`src/rtl/fe_capture_ctrl_pkg.sv`:
```
// Shared definitions for the front-end capture path: command encodings,
// timestamp widths and the capture-word field layout used by the FIFO packer.
package fe_capture_ctrl_pkg;

    typedef enum logic [1:0] {
        FE_FIFO_CMD_DATA = 2'b00,
        FE_FIFO_CMD_STAT = 2'b01,
        FE_FIFO_CMD_TIME = 2'b10
    } fe_cmd_e;

    typedef enum logic [1:0] {
        ST_IDLE,
        ST_WAIT_TRIG,
        ST_CAPTURE,
        ST_DONE
    } fe_state_e;

    localparam int FE_TS_SHORT_WIDTH = 3;
    localparam int FE_TS_FULL_WIDTH  = 16;

    localparam int FE_FIFO_DATA_START = 0;
    localparam int FE_FIFO_DATA_LEN   = 8;
    localparam int FE_FIFO_STAT_START = FE_FIFO_DATA_START + FE_FIFO_DATA_LEN;
    localparam int FE_FIFO_STAT_LEN   = 5;
    localparam int FE_FIFO_TIME_START = FE_FIFO_STAT_START + FE_FIFO_STAT_LEN;
    localparam int FE_FIFO_TIME_LEN   = FE_TS_SHORT_WIDTH;
    localparam int FE_FIFO_CMD_START  = FE_FIFO_TIME_START + FE_FIFO_TIME_LEN;
    localparam int FE_FIFO_CMD_LEN    = 2;
    localparam int FE_FIFO_WORD_WIDTH = FE_FIFO_CMD_START + FE_FIFO_CMD_LEN;

    // Packs a DATA/STAT capture word (short timestamp) into the FIFO layout.
    function automatic logic [FE_FIFO_WORD_WIDTH-1:0] fe_pack_word(
        input fe_cmd_e                      cmd,
        input logic [FE_FIFO_TIME_LEN-1:0]  ts,
        input logic [FE_FIFO_STAT_LEN-1:0]  stat,
        input logic [FE_FIFO_DATA_LEN-1:0]  data
    );
        logic [FE_FIFO_WORD_WIDTH-1:0] word;
        word = '0;
        word[FE_FIFO_DATA_START +: FE_FIFO_DATA_LEN] = data;
        word[FE_FIFO_STAT_START +: FE_FIFO_STAT_LEN] = stat;
        word[FE_FIFO_TIME_START +: FE_FIFO_TIME_LEN] = ts;
        word[FE_FIFO_CMD_START  +: FE_FIFO_CMD_LEN]  = cmd;
        return word;
    endfunction

endpackage

```
`src/rtl/fe_capture_ctrl_event_queue.sv`:
```
// Two-entry event queue between event detection and the capture-word emitter.
module fe_event_queue #(
    parameter int pWIDTH = 30
) (
    input  logic              fe_clk,
    input  logic              reset_n,
    input  logic              flush_i,
    input  logic              push_i,
    input  logic [pWIDTH-1:0] wdata_i,
    input  logic              pop_i,
    output logic [pWIDTH-1:0] rdata_o,
    output logic              full_o,
    output logic              empty_o
);

    logic [pWIDTH-1:0] mem_q [2];
    logic              wr_ptr_q;
    logic              rd_ptr_q;
    logic [1:0]        count_q;
    logic [1:0]        count_d;
    logic              push_ok;
    logic              pop_ok;

    assign full_o  = (count_q == 2'd2);
    assign empty_o = (count_q == 2'd0);
    assign rdata_o = mem_q[rd_ptr_q];

    // A full queue still takes a push when the head leaves in the same cycle.
    assign pop_ok  = pop_i && !empty_o;
    assign push_ok = push_i && (!full_o || pop_ok);

    assign count_d = (push_ok && !pop_ok) ? count_q + 2'd1 :
                     (pop_ok && !push_ok) ? count_q - 2'd1 : count_q;

    always_ff @(posedge fe_clk or negedge reset_n) begin
        if (!reset_n) begin
            // NOTE: sequential state uses <= so every flop samples pre-edge values; = here would race between processes.
            wr_ptr_q <= 1'b0;
            rd_ptr_q <= 1'b0;
            count_q  <= 2'd0;
            // NOTE: the storage is only two entries, so it is cleared with the pointers; a deep RAM would be left unreset.
            for (int i = 0; i < 2; i++) mem_q[i] <= '0;
        end else if (flush_i) begin
            wr_ptr_q <= 1'b0;
            rd_ptr_q <= 1'b0;
            count_q  <= 2'd0;
        end else begin
            if (push_ok) begin
                mem_q[wr_ptr_q] <= wdata_i;
                wr_ptr_q        <= ~wr_ptr_q;
            end
            if (pop_ok) rd_ptr_q <= ~rd_ptr_q;
            count_q <= count_d;
        end
    end

endmodule

```
`src/rtl/fe_capture_ctrl.sv`:
```
// Front-end capture controller: arm/trigger FSM, delta timestamping and the
// DATA/STAT/TIME capture-word emitter feeding the register/FIFO block.
module fe_capture_ctrl
    import fe_capture_ctrl_pkg::*;
#(
    parameter int pTIMESTAMP_FULL_WIDTH  = 16,
    parameter int pTIMESTAMP_SHORT_WIDTH = 3,
    parameter int pSTAT_WIDTH            = 5
) (
    input  logic                             fe_clk,
    input  logic                             reset_n,
    input  logic                             I_arm,
    input  logic                             I_timestamps_disable,
    input  logic [15:0]                      I_capture_len,
    input  logic                             I_match,
    input  logic [7:0]                       I_data,
    input  logic                             I_data_valid,
    input  logic [pSTAT_WIDTH-1:0]           I_stat,
    input  logic                             I_fifo_full,
    output logic [pTIMESTAMP_FULL_WIDTH-1:0] O_fe_capture_time,
    output logic [7:0]                       O_fe_capture_data,
    output logic [pSTAT_WIDTH-1:0]           O_fe_capture_stat,
    output logic [1:0]                       O_fe_capture_cmd,
    output logic                             O_fe_capture_data_wr,
    output logic                             O_capturing,
    output logic                             O_done,
    output logic                             O_overflow
);

    localparam int TSW = pTIMESTAMP_FULL_WIDTH;
    localparam int QW  = 1 + 8 + pSTAT_WIDTH + TSW;
    localparam logic [TSW-1:0] SHORT_MAX = TSW'((1 << pTIMESTAMP_SHORT_WIDTH) - 1);

    fe_state_e            state_q, state_d;
    logic                 arm_s1_q, arm_s2_q, arm_prev_q;
    logic                 tsd_s1_q, tsd_s2_q;
    logic [pSTAT_WIDTH-1:0] stat_last_q;
    logic [TSW-1:0]       delta_q, delta_d;
    logic [15:0]          count_q, count_d;
    logic                 ovf_q, ovf_d;
    logic                 time_sent_q, time_sent_d;

    logic                 arm_rise, in_capture, accept, stat_chg;
    logic [TSW-1:0]       delta_ev;
    logic                 q_push, q_pop, q_flush, q_full, q_empty;
    logic [QW-1:0]        q_wdata, q_rdata;
    logic                 head_is_stat;
    logic [7:0]           head_data;
    logic [pSTAT_WIDTH-1:0] head_stat;
    logic [TSW-1:0]       head_delta;
    logic                 emit, need_time, word_wr, event_wr, drop_full;

    assign arm_rise   = arm_s2_q && !arm_prev_q;
    assign in_capture = (state_q == ST_CAPTURE);
    assign stat_chg   = (I_stat != stat_last_q);
    assign accept     = in_capture && (I_data_valid || stat_chg);
    assign delta_ev   = (delta_q == '1) ? delta_q : delta_q + TSW'(1);

    // A byte wins over a simultaneous status change; STAT entries carry data 0.
    assign q_wdata = {!I_data_valid, (I_data_valid ? I_data : 8'h00), I_stat, delta_ev};
    assign q_push  = accept;
    assign q_flush = (state_q == ST_IDLE) || !arm_s2_q;

    fe_event_queue #(.pWIDTH(QW)) u_queue (
        .fe_clk  (fe_clk),
        .reset_n (reset_n),
        .flush_i (q_flush),
        .push_i  (q_push),
        .wdata_i (q_wdata),
        .pop_i   (q_pop),
        .rdata_o (q_rdata),
        .full_o  (q_full),
        .empty_o (q_empty)
    );

    assign head_delta   = q_rdata[TSW-1:0];
    assign head_stat    = q_rdata[TSW +: pSTAT_WIDTH];
    assign head_data    = q_rdata[TSW+pSTAT_WIDTH +: 8];
    assign head_is_stat = q_rdata[QW-1];

    // A long delta costs one extra cycle: TIME word first, then the event word.
    assign emit      = in_capture && !q_empty;
    assign need_time = !tsd_s2_q && !time_sent_q && (head_delta > SHORT_MAX);
    assign word_wr   = emit && !I_fifo_full;
    assign drop_full = emit && I_fifo_full;
    assign event_wr  = word_wr && !need_time;
    assign q_pop     = emit && (!need_time || I_fifo_full);

    always_comb begin
        // NOTE: every output gets a default first so no path through the branches can infer a latch.
        O_fe_capture_data_wr = 1'b0;
        O_fe_capture_cmd     = FE_FIFO_CMD_DATA;
        O_fe_capture_time    = '0;
        O_fe_capture_data    = '0;
        O_fe_capture_stat    = '0;
        if (word_wr) begin
            O_fe_capture_data_wr = 1'b1;
            if (need_time) begin
                O_fe_capture_cmd  = FE_FIFO_CMD_TIME;
                O_fe_capture_time = head_delta;
            end else begin
                O_fe_capture_cmd  = head_is_stat ? FE_FIFO_CMD_STAT : FE_FIFO_CMD_DATA;
                O_fe_capture_data = head_data;
                O_fe_capture_stat = head_stat;
                if (!tsd_s2_q && !time_sent_q)
                    O_fe_capture_time = TSW'(head_delta[pTIMESTAMP_SHORT_WIDTH-1:0]);
            end
        end
    end

    assign O_capturing = in_capture;
    assign O_done      = (state_q == ST_DONE);
    assign O_overflow  = ovf_q;

    always_comb begin
        state_d     = state_q;
        delta_d     = delta_q;
        count_d     = count_q;
        ovf_d       = ovf_q;
        time_sent_d = time_sent_q;
        case (state_q)
            ST_IDLE: begin
                if (arm_rise) begin
                    state_d = ST_WAIT_TRIG;
                    count_d = '0;
                    delta_d = '0;
                    ovf_d   = 1'b0;
                end
            end
            ST_WAIT_TRIG: begin
                delta_d = '0;
                if (I_match) state_d = ST_CAPTURE;
            end
            ST_CAPTURE: begin
                delta_d = accept ? '0 : delta_ev;
                if (event_wr) count_d = count_q + 16'd1;
                if (accept && q_full && !q_pop) ovf_d = 1'b1;
                if (word_wr && need_time) time_sent_d = 1'b1;
                if (q_pop) time_sent_d = 1'b0;
                if (drop_full) begin
                    ovf_d   = 1'b1;
                    state_d = ST_DONE;
                end else if (event_wr && (I_capture_len != 16'd0) &&
                             ((count_q + 16'd1) == I_capture_len)) begin
                    state_d = ST_DONE;
                end
            end
            default: ;
        endcase
        if (state_q != ST_CAPTURE) time_sent_d = 1'b0;
        if (!arm_s2_q) state_d = ST_IDLE;
    end

    always_ff @(posedge fe_clk or negedge reset_n) begin
        if (!reset_n) begin
            state_q     <= ST_IDLE;
            arm_s1_q    <= 1'b0;
            arm_s2_q    <= 1'b0;
            arm_prev_q  <= 1'b0;
            tsd_s1_q    <= 1'b0;
            tsd_s2_q    <= 1'b0;
            stat_last_q <= '0;
            delta_q     <= '0;
            count_q     <= '0;
            ovf_q       <= 1'b0;
            time_sent_q <= 1'b0;
        end else begin
            state_q     <= state_d;
            arm_s1_q    <= I_arm;
            arm_s2_q    <= arm_s1_q;
            arm_prev_q  <= arm_s2_q;
            tsd_s1_q    <= I_timestamps_disable;
            tsd_s2_q    <= tsd_s1_q;
            stat_last_q <= I_stat;
            delta_q     <= delta_d;
            count_q     <= count_d;
            ovf_q       <= ovf_d;
            time_sent_q <= time_sent_d;
        end
    end

endmodule
```
`config.mk`:
```
export PLATFORM = sky130hd
export DESIGN_NAME = fe_capture_ctrl
export DESIGN_NICKNAME = d
export VERILOG_FILES = /design/src/rtl/fe_capture_ctrl_pkg.sv /design/src/rtl/fe_capture_ctrl_event_queue.sv /design/src/rtl/fe_capture_ctrl.sv
export SDC_FILE = /design/constraint.sdc
export NUM_CORES = 1
export LEC_CHECK = 0
export BUFFER_PORTS_ARGS = -buffer_cell sky130_fd_sc_hd__buf_2
export CAP_MARGIN = 10
export CORE_AREA = 2 2 162 164
export CTS_BUF_LIST = sky130_fd_sc_hd__clkbuf_4 sky130_fd_sc_hd__clkbuf_8
export CTS_CLUSTER_SIZE = 14
export DETAILED_ROUTE_END_ITERATION = 8
export DIE_AREA = 0 0 164 166
export PLACE_DENSITY = 0.43
export SYNTH_ARGS = -nofsm -noshare
export SYNTH_HDL_FRONTEND = slang
export SYNTH_HIERARCHICAL = 1
export SYNTH_SLANG_ARGS = --single-unit
```
`constraint.sdc`:
```
create_clock -name fe_clk -period 7 [get_ports fe_clk]
set_clock_uncertainty 0.1 [all_clocks]
set_input_delay 1.05 -clock fe_clk [delete_from_list [all_inputs] [get_ports fe_clk]]
set_output_delay 1.05 -clock fe_clk [all_outputs]
set_load 0.02 [all_outputs]
```
==> impl_metrics.env <==
export IMPL_drt_first_iter_violations=206
export IMPL_overflow=0
export IMPL_reg2regPathDepth=8
export IMPL_min_delay_path_class="register to register"
export IMPL_final_fill_count=2673
export IMPL_finalInstanceArea_um2=7100
export IMPL_worstPathMaxFanout=22
export IMPL_timing_final_crit_period_ps=4710
export IMPL_worstPathArrival_ps=4890
export IMPL_detail_route_wl_per_cell_um=16.0
export IMPL_worst_setup_path_type="register to register"
export IMPL_synthMostInstantiatedCell="sky130_fd_sc_hd__dfrtp_1"
export IMPL_yosys_most_used_dff="sky130_fd_sc_hd__dfrtp_1"
export IMPL_core_region_area_um2=25600
export IMPL_finalSetupViolations=0
export IMPL_gp_congestion=0.803
export IMPL_tightest_slew_ps=989
export IMPL_maxClockFrequency_mhz=212
export IMPL_route_detailed_drc=0
export IMPL_wire_length_of_the_first_global_routing_pass_um=25800
export IMPL_unrepaired_setup_endpoints_after_global_routing="false"
export IMPL_antenna_found_initial=0
export IMPL_synth_yosys_seq_area_share_pct=44.0
export IMPL_yosysTopAreaCellShare_pct=44.0
export IMPL_drv_slew=0
export IMPL_worstSkewPairLatency_ps=390
export IMPL_initial_core_util_pct=24.4
export IMPL_overall_power_mw=1.51
export IMPL_place_detailed_hpwl_um=11300
export IMPL_via_per_inst=4.57
export IMPL_cts_repair_timing_setup_buffer_count=0
export IMPL_syn_num_nets=627
export IMPL_cts_clk_slew_worst_paths_ps=100
export IMPL_netlist_cell_type_count=53
export IMPL_synth_edf_count=0
export IMPL_met2_usage_pct=19.5
export IMPL_cap_violations=0
export IMPL_ant_nets=0
export IMPL_drtPass1Iterations=4
export IMPL_postSynthRegisterBits=110
export IMPL_reg2reg_to="u_queue/mem_q[41]"
export IMPL_largest_net_degree_at_the_start_of_global_routing=57
export IMPL_clock_sinks=110
export IMPL_cts_buffers=9
export IMPL_ir_drop_v=0.000115
export IMPL_startpoint="u_queue/rd_ptr_q"
export IMPL_floorplan_die_height_um=166
export IMPL_number_of_gates_resized_after_cts=0
export IMPL_gr_busiest_metal="met2"
export IMPL_timing_critical_path_from_type="register"
export IMPL_power_per_cell_area_nw_per_um2=213
export IMPL_antenna_cells_inserted=0
export IMPL_setup_worst_path_end_class="register"
export IMPL_areaGrowthSynthToFinish_pct=13.6
export IMPL_yosysWarnings=6
export IMPL_leakagePower_nw=3.30
export IMPL_post_route_cells_drive_above_1_share_pct=29.6
export IMPL_post_cts_hold_buffer_count=0
export IMPL_ys_async_sr_fraction_pct=100
export IMPL_placement_rows=59
export IMPL_worst_endpoint_required_ps=7170
export IMPL_cts_root_buf="sky130_fd_sc_hd__clkbuf_8"
export IMPL_dr_total_vias=4488
export IMPL_worst_slew_margin_pct=34.1
export IMPL_nets=685
export IMPL_die_width_um=164
export IMPL_cp_endpoint="u_queue/mem_q[41]"
export IMPL_placed_cell_area_um2=6900
export IMPL_totalWireLength_um=15700
export IMPL_depth_of_the_cts_h_tree=3
export IMPL_io_buffers=70
export IMPL_global_route_usage_total_pct=12.0
export IMPL_cts_tree="done"
export IMPL_syn_instance_count=585
export IMPL_hold_viol=0
export IMPL_vias_in_the_first_global_route=4741
export IMPL_synth_top_cells_by_count="sky130_fd_sc_hd__dfrtp_1 (110), sky130_fd_sc_hd__mux2_2 (63), sky130_fd_sc_hd__nand2_1 (42), sky130_fd_sc_hd__and2_1 (41)"
export IMPL_netlist_area_um2=6250
export IMPL_largest_area_contributor_in_the_synthesized_netlist="sky130_fd_sc_hd__dfrtp_1"
export IMPL_crit_reg2reg_launch="u_queue/rd_ptr_q"
export IMPL_post_synth_cell_area_avg_um2=10.7
export IMPL_worst_hold_path_num_cells=0
export IMPL_run_status="finished, final reports clean"
export IMPL_cts_buffer_depth=2
export IMPL_full_die_area_um2=27200
export IMPL_fin_crit_sh_pct=67.3
export IMPL_setup_tns_final_ps=0
export IMPL_netlist_top_cells_area="sky130_fd_sc_hd__dfrtp_1 (44%), sky130_fd_sc_hd__mux2_2 (11%), sky130_fd_sc_hd__mux2_4 (7.0%)"
export IMPL_grt_use_met3_pct=2.77
export IMPL_ioPinCount=71
export IMPL_r2r_slack_ps=2290
export IMPL_use_met1_pct=16.2
==> sequential cells by signal (all words and copies together) (netlist names), 2 cells and up <==
signal and count:
u_queue/count_q 2, stat_last_q 5, count_q 16, delta_q 16
u_queue/mem_q 60, state_q 2
==> cell type report <==
class                   count  area (um2)  share of cell area, %
clock buffers              11         139                   1.96
clock inverters             5        60.1                  0.846
inverters                  16        60.1                  0.846
multi-input cells         428        3250                   45.8
flip-flops and latches    110        2750                   38.8
well taps                 335         419                   5.91
repair buffers             78         413                   5.82
==> where the power goes <==
group          internal, mW  switching, mW
sequential            0.689         0.0363
combinational         0.169          0.218
clock                 0.175          0.225
==> layout by cell type, fill, tap and decap left out, types with 17 or more instances in the layout <==
master                    count
sky130_fd_sc_hd__buf_2       69
sky130_fd_sc_hd__and2_1      41
sky130_fd_sc_hd__mux2_2      63
sky130_fd_sc_hd__nor3_1      17
sky130_fd_sc_hd__o21ai_0     28
sky130_fd_sc_hd__nor2_1      20
sky130_fd_sc_hd__dfrtp_1    110
sky130_fd_sc_hd__a21oi_1     17
sky130_fd_sc_hd__xnor2_1     24
sky130_fd_sc_hd__nand2_1     42
sky130_fd_sc_hd__mux2_4      29
==> worst min path at each step <==
stage / to / slack (ps) / start
3_5_place_dp: arm_s2_q / 240 / arm_s1_q
4_1_cts: arm_s2_q / 260 / arm_s1_q
6_report: arm_s2_q / 260 / arm_s1_q
5_1_grt: arm_s2_q / 270 / arm_s1_q
3_3_place_gp: arm_s2_q / 230 / arm_s1_q
2_1_floorplan: arm_s2_q / 230 / arm_s1_q
==> per-stage QoR <==
step	util (%)	worst slack (ps)	hold slack, ps	std cells
final	27.7	2290	258	983
after CTS	27.7	2200	262	983
after floorplan	-	3430	231	585
after detailed placement	26.9	2220	237	967
after global routing	27.7	1970	267	983
after global placement	26.9	2410	235	967
==> metal layers <==
layer | routed length, um | vias up
met5 | 0 | -
met4 | 93 | 0
met3 | 565 | 4
met2 | 7450 | 78
met1 | 7580 | 2219
li1 | - | 2187
==> cell families (layout without fill, tap and decap cells) <==
| logic type | Yosys count | after routing | synth area share [%] |
|---|---|---|---|
| and+or+nand+nor | 199 | 199 | 17.3 |
| DFF | 110 | 110 | 44.0 |
| muxes | 96 | 96 | 19.0 |
| AOI/OAI and AO/OA | 88 | 88 | 9.03 |
| buffers and inverters | 47 | 110 | 4.02 |
| xor gates and xnor gates | 39 | 39 | 5.47 |
| adders and majority gates | 6 | 6 | 1.20 |
==> critical path, stage by stage (launching register included) <==
cell and delay, ps:
sky130_fd_sc_hd__dfrtp_1 1000, sky130_fd_sc_hd__mux2_2 430, sky130_fd_sc_hd__nor4_1 430, sky130_fd_sc_hd__nand4_1 290, sky130_fd_sc_hd__a31oi_1 520, sky130_fd_sc_hd__nor3b_2 130
sky130_fd_sc_hd__or4b_2 970, sky130_fd_sc_hd__buf_4 370, sky130_fd_sc_hd__mux2_4 330
(Power assumes the default switching activity.)
